**config.mk**
```make
export PLATFORM = sky130hd
export DESIGN_NAME = inv_response_monitor
export DESIGN_NICKNAME = d
export VERILOG_FILES = /design/src/rtl/inv_response_monitor_pkg.sv /design/src/rtl/inv_response_monitor_sync_chain.sv /design/src/rtl/inv_response_monitor.sv
export SDC_FILE = /design/constraint.sdc
export NUM_CORES = 1
export LEC_CHECK = 0
export CAP_MARGIN = 20
export CELL_PAD_IN_SITES_DETAIL_PLACEMENT = 0
export CELL_PAD_IN_SITES_GLOBAL_PLACEMENT = 2
export CORE_UTILIZATION = 30
export CTS_CLUSTER_DIAMETER = 50
export DETAILED_ROUTE_END_ITERATION = 8
export DONT_BUFFER_PORTS = 1
export PLACE_DENSITY_LB_ADDON = 0.1
export SLEW_MARGIN = 40
export SYNTH_ARGS = -nofsm -noshare
export SYNTH_HDL_FRONTEND = slang
export SYNTH_SLANG_ARGS = --single-unit
```
**constraint.sdc**
```tcl
create_clock -name clock -period 2.63 [get_ports clock]
set_input_delay 0.1315 -clock clock [delete_from_list [all_inputs] [get_ports clock]]
set_output_delay 0.1315 -clock clock [all_outputs]
set_load 0.01 [all_outputs]
```
**src/rtl/inv_response_monitor_pkg.sv**
```systemverilog
// -----------------------------------------------------------------------------
// inv_response_monitor_pkg
//   Shared definitions for the inverter response monitor:
//     - FSM state encoding (IDLE/SETTLE/MEASURE/REPORT)
//     - clog2 helper used to size the settle/window timer
//   Imported by inv_response_monitor and sync_chain.
// -----------------------------------------------------------------------------
package inv_response_monitor_pkg;

  typedef enum logic [1:0] {
    ST_IDLE    = 2'd0,
    ST_SETTLE  = 2'd1,
    ST_MEASURE = 2'd2,
    ST_REPORT  = 2'd3
  } state_e;

  // Number of bits needed to hold values 0 .. value-1.
  function automatic int clog2(input int value);
    int r;
    r = 0;
    for (int i = 0; i < 31; i++) begin
      if ((1 << i) < value) r = i + 1;
    end
    return r;
  endfunction

endpackage

```
**src/rtl/inv_response_monitor_sync_chain.sv**
```systemverilog
// -----------------------------------------------------------------------------
// sync_chain
//   STAGES-deep flop chain. Used as a metastability synchroniser for the
//   asynchronous DUT response and, with the same depth, as a pure delay line
//   for the stimulus so both arrive aligned at the comparator.
//   Ports:
//     clock  in  system clock (rising edge)
//     reset  in  synchronous active-high reset, clears the chain
//     d      in  input bit
//     q      out d delayed by STAGES clocks
// -----------------------------------------------------------------------------
module sync_chain
  import inv_response_monitor_pkg::*;
#(
  parameter int STAGES = 2
) (
  input  logic clock,
  input  logic reset,
  input  logic d,
  output logic q
);

  logic [STAGES-1:0] chain_q;

  always_ff @(posedge clock) begin
    if (reset) begin
      chain_q <= '0;
    end else begin
      chain_q <= {chain_q[STAGES-2:0], d};
    end
  end

  assign q = chain_q[STAGES-1];

endmodule

```
**src/rtl/inv_response_monitor.sv**
```systemverilog
// -----------------------------------------------------------------------------
// inv_response_monitor
//   Far-end checker for a stimulus -> NOT gate path. After a start request it
//   waits SETTLE cycles, then for WINDOW cycles compares the synchronised DUT
//   response against the equally delayed stimulus (expecting resp == ~stim)
//   and counts response edges. Results are reported with a one-cycle done
//   pulse and held until the next accepted start.
//
//   Optional feature macro: FAIL_CAPTURE_EN
//     defined   -> first_fail port exists and latches the MEASURE cycle index
//                  (0-based) of the first mismatch of a run.
//     undefined -> first_fail port and register are absent.
//
//   Ports:
//     clock       in   system clock, rising edge
//     reset       in   synchronous active-high reset
//     start       in   1-cycle run request, honoured only in IDLE
//     stim        in   signal driven into the DUT (clock domain)
//     resp        in   DUT output (asynchronous)
//     busy        out  high while settling or measuring
//     done        out  1-cycle pulse when results are valid
//     pass        out  no mismatches and at least one response edge
//     edge_count  out  response transitions in the window (saturating)
//     err_count   out  mismatch cycles in the window (saturating)
//     first_fail  out  window index of first mismatch (FAIL_CAPTURE_EN only)
// -----------------------------------------------------------------------------
module inv_response_monitor
  import inv_response_monitor_pkg::*;
#(
  parameter int WINDOW      = 1024,
  parameter int SETTLE      = 4,
  parameter int SYNC_STAGES = 2,
  parameter int CNT_W       = 16
) (
  input  logic             clock,
  input  logic             reset,
  input  logic             start,
  input  logic             stim,
  input  logic             resp,
  output logic             busy,
  output logic             done,
  output logic             pass,
  output logic [CNT_W-1:0] edge_count,
  output logic [CNT_W-1:0] err_count
`ifdef FAIL_CAPTURE_EN
  ,
  output logic [CNT_W-1:0] first_fail
`endif
);

  // One timer serves both phases: it counts down through SETTLE and up
  // through MEASURE (where its value is the window index).
  localparam int TMR_MAX = (WINDOW > SETTLE) ? WINDOW : SETTLE;
  localparam int TMR_W   = (clog2(TMR_MAX + 1) < 1) ? 1 : clog2(TMR_MAX + 1);

  localparam logic [TMR_W-1:0] WIN_LAST  = TMR_W'(WINDOW - 1);
  localparam logic [TMR_W-1:0] SETTLE_LD = TMR_W'(SETTLE);
  localparam logic [TMR_W-1:0] TMR_ONE   = TMR_W'(1);
  localparam logic [CNT_W-1:0] CNT_MAX   = {CNT_W{1'b1}};
  localparam logic [CNT_W-1:0] CNT_ONE   = CNT_W'(1);

  // Saturating increment: counters stick at all-ones instead of wrapping.
  function automatic logic [CNT_W-1:0] sat_inc(input logic [CNT_W-1:0] x);
    return (x == CNT_MAX) ? x : x + CNT_ONE;
  endfunction

  // Window index narrowed to CNT_W bits, clamped rather than truncated.
  function automatic logic [CNT_W-1:0] sat_idx(input logic [TMR_W-1:0] idx);
    logic [63:0] wide;
    wide = 64'(idx);
    return (wide > 64'(CNT_MAX)) ? CNT_MAX : CNT_W'(idx);
  endfunction

  // Input alignment: resp is synchronised, stim delayed by the same depth.
  logic resp_s;
  logic stim_d;
  logic resp_s_q;

  sync_chain #(.STAGES(SYNC_STAGES)) u_resp_sync (
    .clock (clock),
    .reset (reset),
    .d     (resp),
    .q     (resp_s)
  );

  sync_chain #(.STAGES(SYNC_STAGES)) u_stim_align (
    .clock (clock),
    .reset (reset),
    .d     (stim),
    .q     (stim_d)
  );

  always_ff @(posedge clock) begin
    if (reset) begin
      resp_s_q <= 1'b0;
    end else begin
      resp_s_q <= resp_s;
    end
  end

  // A healthy inverter never shows resp equal to stim.
  logic mismatch;
  logic edge_seen;

  assign mismatch  = (resp_s == stim_d);
  assign edge_seen = (resp_s != resp_s_q);

  // Control and result registers.
  state_e             state_q, state_d;
  logic [TMR_W-1:0]   tmr_q,   tmr_d;
  logic [CNT_W-1:0]   edge_q,  edge_d;
  logic [CNT_W-1:0]   err_q,   err_d;
  logic               pass_q,  pass_d;
  logic               done_q,  done_d;
  logic               busy_q,  busy_d;
`ifdef FAIL_CAPTURE_EN
  logic [CNT_W-1:0]   ff_q,    ff_d;
`endif

  always_ff @(posedge clock) begin
    if (reset) begin
      state_q <= ST_IDLE;
      tmr_q   <= '0;
      edge_q  <= '0;
      err_q   <= '0;
      pass_q  <= 1'b0;
      done_q  <= 1'b0;
      busy_q  <= 1'b0;
`ifdef FAIL_CAPTURE_EN
      ff_q    <= '0;
`endif
    end else begin
      state_q <= state_d;
      tmr_q   <= tmr_d;
      edge_q  <= edge_d;
      err_q   <= err_d;
      pass_q  <= pass_d;
      done_q  <= done_d;
      busy_q  <= busy_d;
`ifdef FAIL_CAPTURE_EN
      ff_q    <= ff_d;
`endif
    end
  end

  always_comb begin
    state_d = state_q;
    tmr_d   = tmr_q;
    edge_d  = edge_q;
    err_d   = err_q;
    pass_d  = pass_q;
    done_d  = 1'b0;
`ifdef FAIL_CAPTURE_EN
    ff_d    = ff_q;
`endif

    unique case (state_q)
      ST_IDLE: begin
        if (start) begin
          state_d = ST_SETTLE;
          tmr_d   = SETTLE_LD;
          edge_d  = '0;
          err_d   = '0;
          pass_d  = 1'b0;
`ifdef FAIL_CAPTURE_EN
          ff_d    = '0;
`endif
        end
      end

      ST_SETTLE: begin
        // A load of 0 or 1 both leave after this cycle, so SETTLE=0 still
        // spends one pass-through cycle here.
        if (tmr_q <= TMR_ONE) begin
          state_d = ST_MEASURE;
          tmr_d   = '0;
        end else begin
          tmr_d = tmr_q - TMR_ONE;
        end
      end

      ST_MEASURE: begin
        if (edge_seen) edge_d = sat_inc(edge_q);
        if (mismatch) begin
          err_d = sat_inc(err_q);
`ifdef FAIL_CAPTURE_EN
          // err_q still zero means this is the first mismatch of the run.
          if (err_q == '0) ff_d = sat_idx(tmr_q);
`endif
        end
        if (tmr_q == WIN_LAST) begin
          state_d = ST_REPORT;
        end else begin
          tmr_d = tmr_q + TMR_ONE;
        end
      end

      ST_REPORT: begin
        state_d = ST_IDLE;
        done_d  = 1'b1;
        pass_d  = (err_q == '0) && (edge_q != '0);
      end

      default: state_d = ST_IDLE;
    endcase

    busy_d = (state_d == ST_SETTLE) || (state_d == ST_MEASURE);
  end

  assign busy       = busy_q;
  assign done       = done_q;
  assign pass       = pass_q;
  assign edge_count = edge_q;
  assign err_count  = err_q;
`ifdef FAIL_CAPTURE_EN
  assign first_fail = ff_q;
`endif

endmodule

```
After elaboration in Yosys (flattened, before gate mapping)
Index checks and enable logic that the tools add are counted.
Widths: inputs -> output; s select.
Cells by class
  add/sub/neg operators: 4
  magnitude comparators: 1
  equal/unequal tests: 16
  multiplexer cells: 18
  reductions and logical operators: 12
Operators with widths (count)
  $mux 16: 5
  $pmux 16 s2: 2
  $mux 11: 3
  $pmux 11 s3: 1
  $add 16x1->16 const B: 2
  $eq 16x16->1 const B: 2
  $logic_not 16->1: 1
  $reduce_bool 16->1: 1
  $ne 2x2->1 const B: 6
  $add 11x1->11 const B: 1
  $eq 11x10->1 const B: 1
  $le 11x1->1 const B: 1
  $sub 11x1->11 const B: 1
  $pmux 2 s4: 1
  $reduce_and 4->1: 2
  $eq 2x2->1 const B: 3
  $mux 2: 3
  $eq 2x1->1 const B: 2
  $reduce_bool 2->1: 2
  $reduce_and 3->1: 1
  $reduce_bool 3->1: 1
  $logic_not 2->1: 1
  $mux 1: 2
  $pmux 1 s2: 1
  other kinds (5): 5
Word-level totals
  register bits after elaboration: 53
  input port bits: 5
  output and inout bits: 35
  logic and storage cells: 61

Longest topological paths before layout
  depth after elaboration: 5
  gate-level depth with buffers: 9
  gate-level depth less buffers: 7

Hierarchy
From an unflattened synthesis, not the netlist that was laid out.
Unflattened totals
  cell total of the unflattened synthesis: 388
  area total of the unflattened synthesis: 3240.6 um^2
Modules (own cells, without submodules)
  inv_response_monitor: instances 1, cells each 380, area an instance 3135.5 um^2, seq. area each 980.9 um^2
  sync_chain: instances 2, cells each 4, area an instance 52.6 um^2, seq. area each 40.0 um^2

Least setup slack after synthesis
Ideal clock, no wire load.
  path kind: flip-flop to flip-flop
  start point: reg state_q[0]
  end point: reg tmr_q[6]
  setup time: 70 ps
  data arrival time: 2189 ps
  data required time: 2560 ps
  setup slack: 371 ps
  cell stages (with the launch flop): 10
  path buffers: 2
  period minus slack after synthesis: 2259 ps
  path through: dfxtp_1 > inv_1 > ha_1 > buf_2 > nand2b_1 > nand2b_1 > or4b_2 > buf_2 > o31ai_1 > o2bb2ai_1
Between the ends
  word-level cells in the longest chain between the ends: 3
  elaborated cells on any way between the ends: 8
  those cells by class: eq/ne (4); mux (1); reduce/logical (3)
RTL lines
  from (decl): RTL line inv_response_monitor.sv:109  | state_e state_q, state_d;
  from (signal assigned): RTL line inv_response_monitor.sv:133  | state_q <= state_d;
  $eq 2x2->1, or another cell as far along: RTL line inv_response_monitor.sv:157  | unique case (state_q)
  $ne 2x2->1 (no source line) or $reduce_bool 3->1 (tied branches)
  $reduce_and 3->1 (no source line)
  to (signal assigned): RTL line inv_response_monitor.sv:134  | tmr_q <= tmr_d;
  to (decl): RTL line inv_response_monitor.sv:110  | logic [TMR_W-1:0] tmr_q, tmr_d;
Several ways; a longest one is shown, not always the timed one.
A chain may end at the register's enable or synchronous reset.

Worst setup path after layout
  start point: reg state_q[1]
  end point: reg tmr_q[4]
Same word-level chain as after synthesis.

==> results_dict.tcl <==
set metrics [dict create \
    drv_cap 0 \
    multi_input_area_sq_mm 0.00192 \
    place_congestion 0.813 \
    cts_resized 0 \
    preCtsSetupSlack_ns 0.332 \
    synth_top_area_share_pct 34.2 \
    initial_core_util_pct 31.4 \
    report.final.slew_viol_count 0 \
    clock_sinks 53 \
    end_kind "flip-flop" \
    clk_pin_slew_ns 0.10 \
    dp_hpwl_microns 6390 \
    startpoint "state_q[1]$_SDFF_PP0_" \
    vias 2932 \
    port_buffers 0 \
    first_global_vias 2679 \
    seq_area_sq_mm 0.00106 \
    synth_area_leaders "dfxtp_1, a21oi_1, ha_1" \
    yosysTopAreaCell "dfxtp_1" \
    antenna_found_initial 0 \
    cts_setup_buffers 0 \
    ios 40 \
    fin_ws_ns 0.291 \
    hold_class "in -> reg" \
    nNetsFinal 414 \
    setup_violations 0 \
    p_leak_nw 1.13 \
    ys_ff_latch 53 \
    die_w_microns 104 \
    outcome "completed" \
    routed_wl_microns 8870 \
    path_max_fanout 13 \
    insertedDiodeCount 0 \
    h-tree-depth 2 \
    grt_pass1_wl_microns 14500 \
    synthFlopType "dfxtp_1" \
    cts_root_buf "clkbuf_8" \
    grt_usage_pct 16.5 \
    skew_ns 0.0109 \
    fmax_ghz 0.427 \
    drtIter0Drc 137 \
    cts_tree "done" \
    min_period_ns 2.34 \
    fin_setup_tns_ns 0 \
    clockBufferDepth 2 \
    synth_nets 404 \
    layout_common_cells "dfxtp_1, nand2_1, nor2_1, a21oi_1, o21ai_0" \
    ys_async_sr_fraction_pct 0 \
    power.density_mw_per_mm2 699 \
    critPathArrivalTime_ns 2.57 \
    overflow 0 \
    drive_gt1_share_pct 10.6 \
    grt_start_max_net_pins 19 \
    first_pass_iters 4 \
    reg2reg_from "state_q[1]$_SDFF_PP0_" \
    final_core_util_pct 34.9 \
    rsz0062_at_grt "false" \
    layout_commonest_cell "dfxtp_1" \
    hp-start "reset" \
    nFillCells 1082 \
    drtAntennaViolNets 0 \
    critical_path_class "reg -> reg" \
    area_growth_pct 11.2 \
    dieHeight_microns 104 \
    numCtsBuffers 5 \
    wire_per_inst_microns 16.7 \
    synth_edf_count 0 \
    drc 0 \
    avgSynthCellArea_sq_um 8.01 \
    die_area_sq_mm 0.0108 \
    start_kind "flip-flop" \
    ys_types 60 \
    hold_viol_final 0 \
    irDropWorstVdd_mv 0.282 \
    worstMarginPinSlew_ns 0.702 \
    coreArea_sq_mm 0.00991 \
    avgViaCountPerCell 5.52 \
    row_count 36 \
    worstSkewPairLatency_ns 0.31 \
    seq_area_frac_synth_pct 34.2 \
    crit_required_ns 2.86 \
    finalCritPeriodShare_pct 89.0 \
    maxSlewHeadroom_pct 53.0 \
    syn_inst 388 \
    netlist_area_sq_mm 0.00311 \
    synth_warnings 0 \
]
## cells by family (layout without fill, tap and decap cells)
kind of cell,after synthesis,in the layout,synth area share (%)
DFF,53,53,34.2
and+or+nand+nor,177,177,30.5
xor gates and xnor gates,11,11,3.10
muxes,5,5,1.65
buffers and inverters,31,41,4.31
adders and majority gates,11,11,4.43
AOI/OAI and AO/OA,100,100,21.9
## layout make-up
cell class	count	share of cell area (%)
multi-input combinational	304	55.6
sequential	53	30.7
timing repair buffer	22	5.00
tap	133	4.82
clock buffer	6	2.39
inverter	12	1.30
clock inverter	1	0.217
## report_power, final
group | total [W] | leakage (nW) | internal (W) | switching, W
Combinational | 0.00103 | 0.658 | 0.000381 | 0.000651
Sequential | 0.000889 | 0.429 | 0.000845 | 0.0000443
Clock | 0.000495 | 0.0433 | 0.000209 | 0.000286
Total | 0.00242 | 1.13 | 0.00144 | 0.000981
## synth_stat cells (2+ instances only)
cell and count:
and3_1 5, o311ai_0 4, o41ai_1 3, mux2i_1 4, a31oi_1 2, buf_2 4, ha_1 11, nor3_1 9
o31ai_1 10, inv_1 12, nand3b_1 2, or4_1 7, dfxtp_1 53, a21oi_1 29, nor2_1 30, nor4_1 15
a221oi_1 2, o211ai_1 3, nand3_1 19, or2_2 5, xor2_1 7, nand2b_1 6, nor2b_1 7, o2bb2ai_1 5
nand2_1 33, o21ai_0 24, nand4_1 13, xnor2_1 4, clkbuf_1 11, or3_1 19
## critical path, stage by stage, from the launching register on
cell,delay (ns)
dfxtp_1,0.39
inv_1,0.09
ha_1,0.20
nand2b_1,0.13
nand2b_1,0.14
or4b_2,0.87
o31ai_1,0.32
o2bb2ai_1,0.14
## sequential cells by signal, indices dropped and copies added (netlist names)
| signal | cells |
|---|---|
| busy | 1 |
| done | 1 |
| edge_count | 16 |
| err_count | 16 |
| pass | 1 |
| resp_s_q | 1 |
| state_q | 2 |
| tmr_q | 11 |
| u_resp_sync.chain_q | 2 |
| u_stim_align.chain_q | 2 |
## stage by stage
step	hold slack [ns]	instance area, sq um	power [W]	instances
after global routing	0.0133	3450	0.00258	531
after detailed placement	0.208	3330	0.00192	521
after global placement	0.205	3330	0.00194	521
final	0.0241	3450	0.00242	531
after floorplan	0.260	3110	0.00161	388
after CTS	0.00341	3450	0.00244	531
## routing by layer
metal / vias to the layer above / routed length, microns / track usage [%]
met5: - / 0 / 0
met4: 0 / 78 / 3.88
met3: 8 / 392 / 3.71
met2: 49 / 4070 / 26.4
met1: 1391 / 4340 / 22.5
li1: 1484 / - / -
## timing repair
| item | 4_1_cts | 5_1_grt |
|---|---|---|
| hold buffers | 3 | 0 |
| hold endpoints to repair | 18 | 0 |
| endpoints found under the setup margin | 0 | 0 |
## path summary, 6_finish.rpt
check                                                     endpoint  slack (ns)  cells past startpoint
worst max-delay path                         tmr_q[4]$_SDFFE_PP0P_        0.29                      7
worst min register to register  u_stim_align.chain_q[1]$_SDFF_PP0_        0.45                      1
worst min-delay path                        tmr_q[10]$_SDFFE_PP0P_        0.02                      2
worst max register to register               tmr_q[4]$_SDFFE_PP0P_        0.29                      7
No activity file was read; power rests on OpenSTA's default activity.
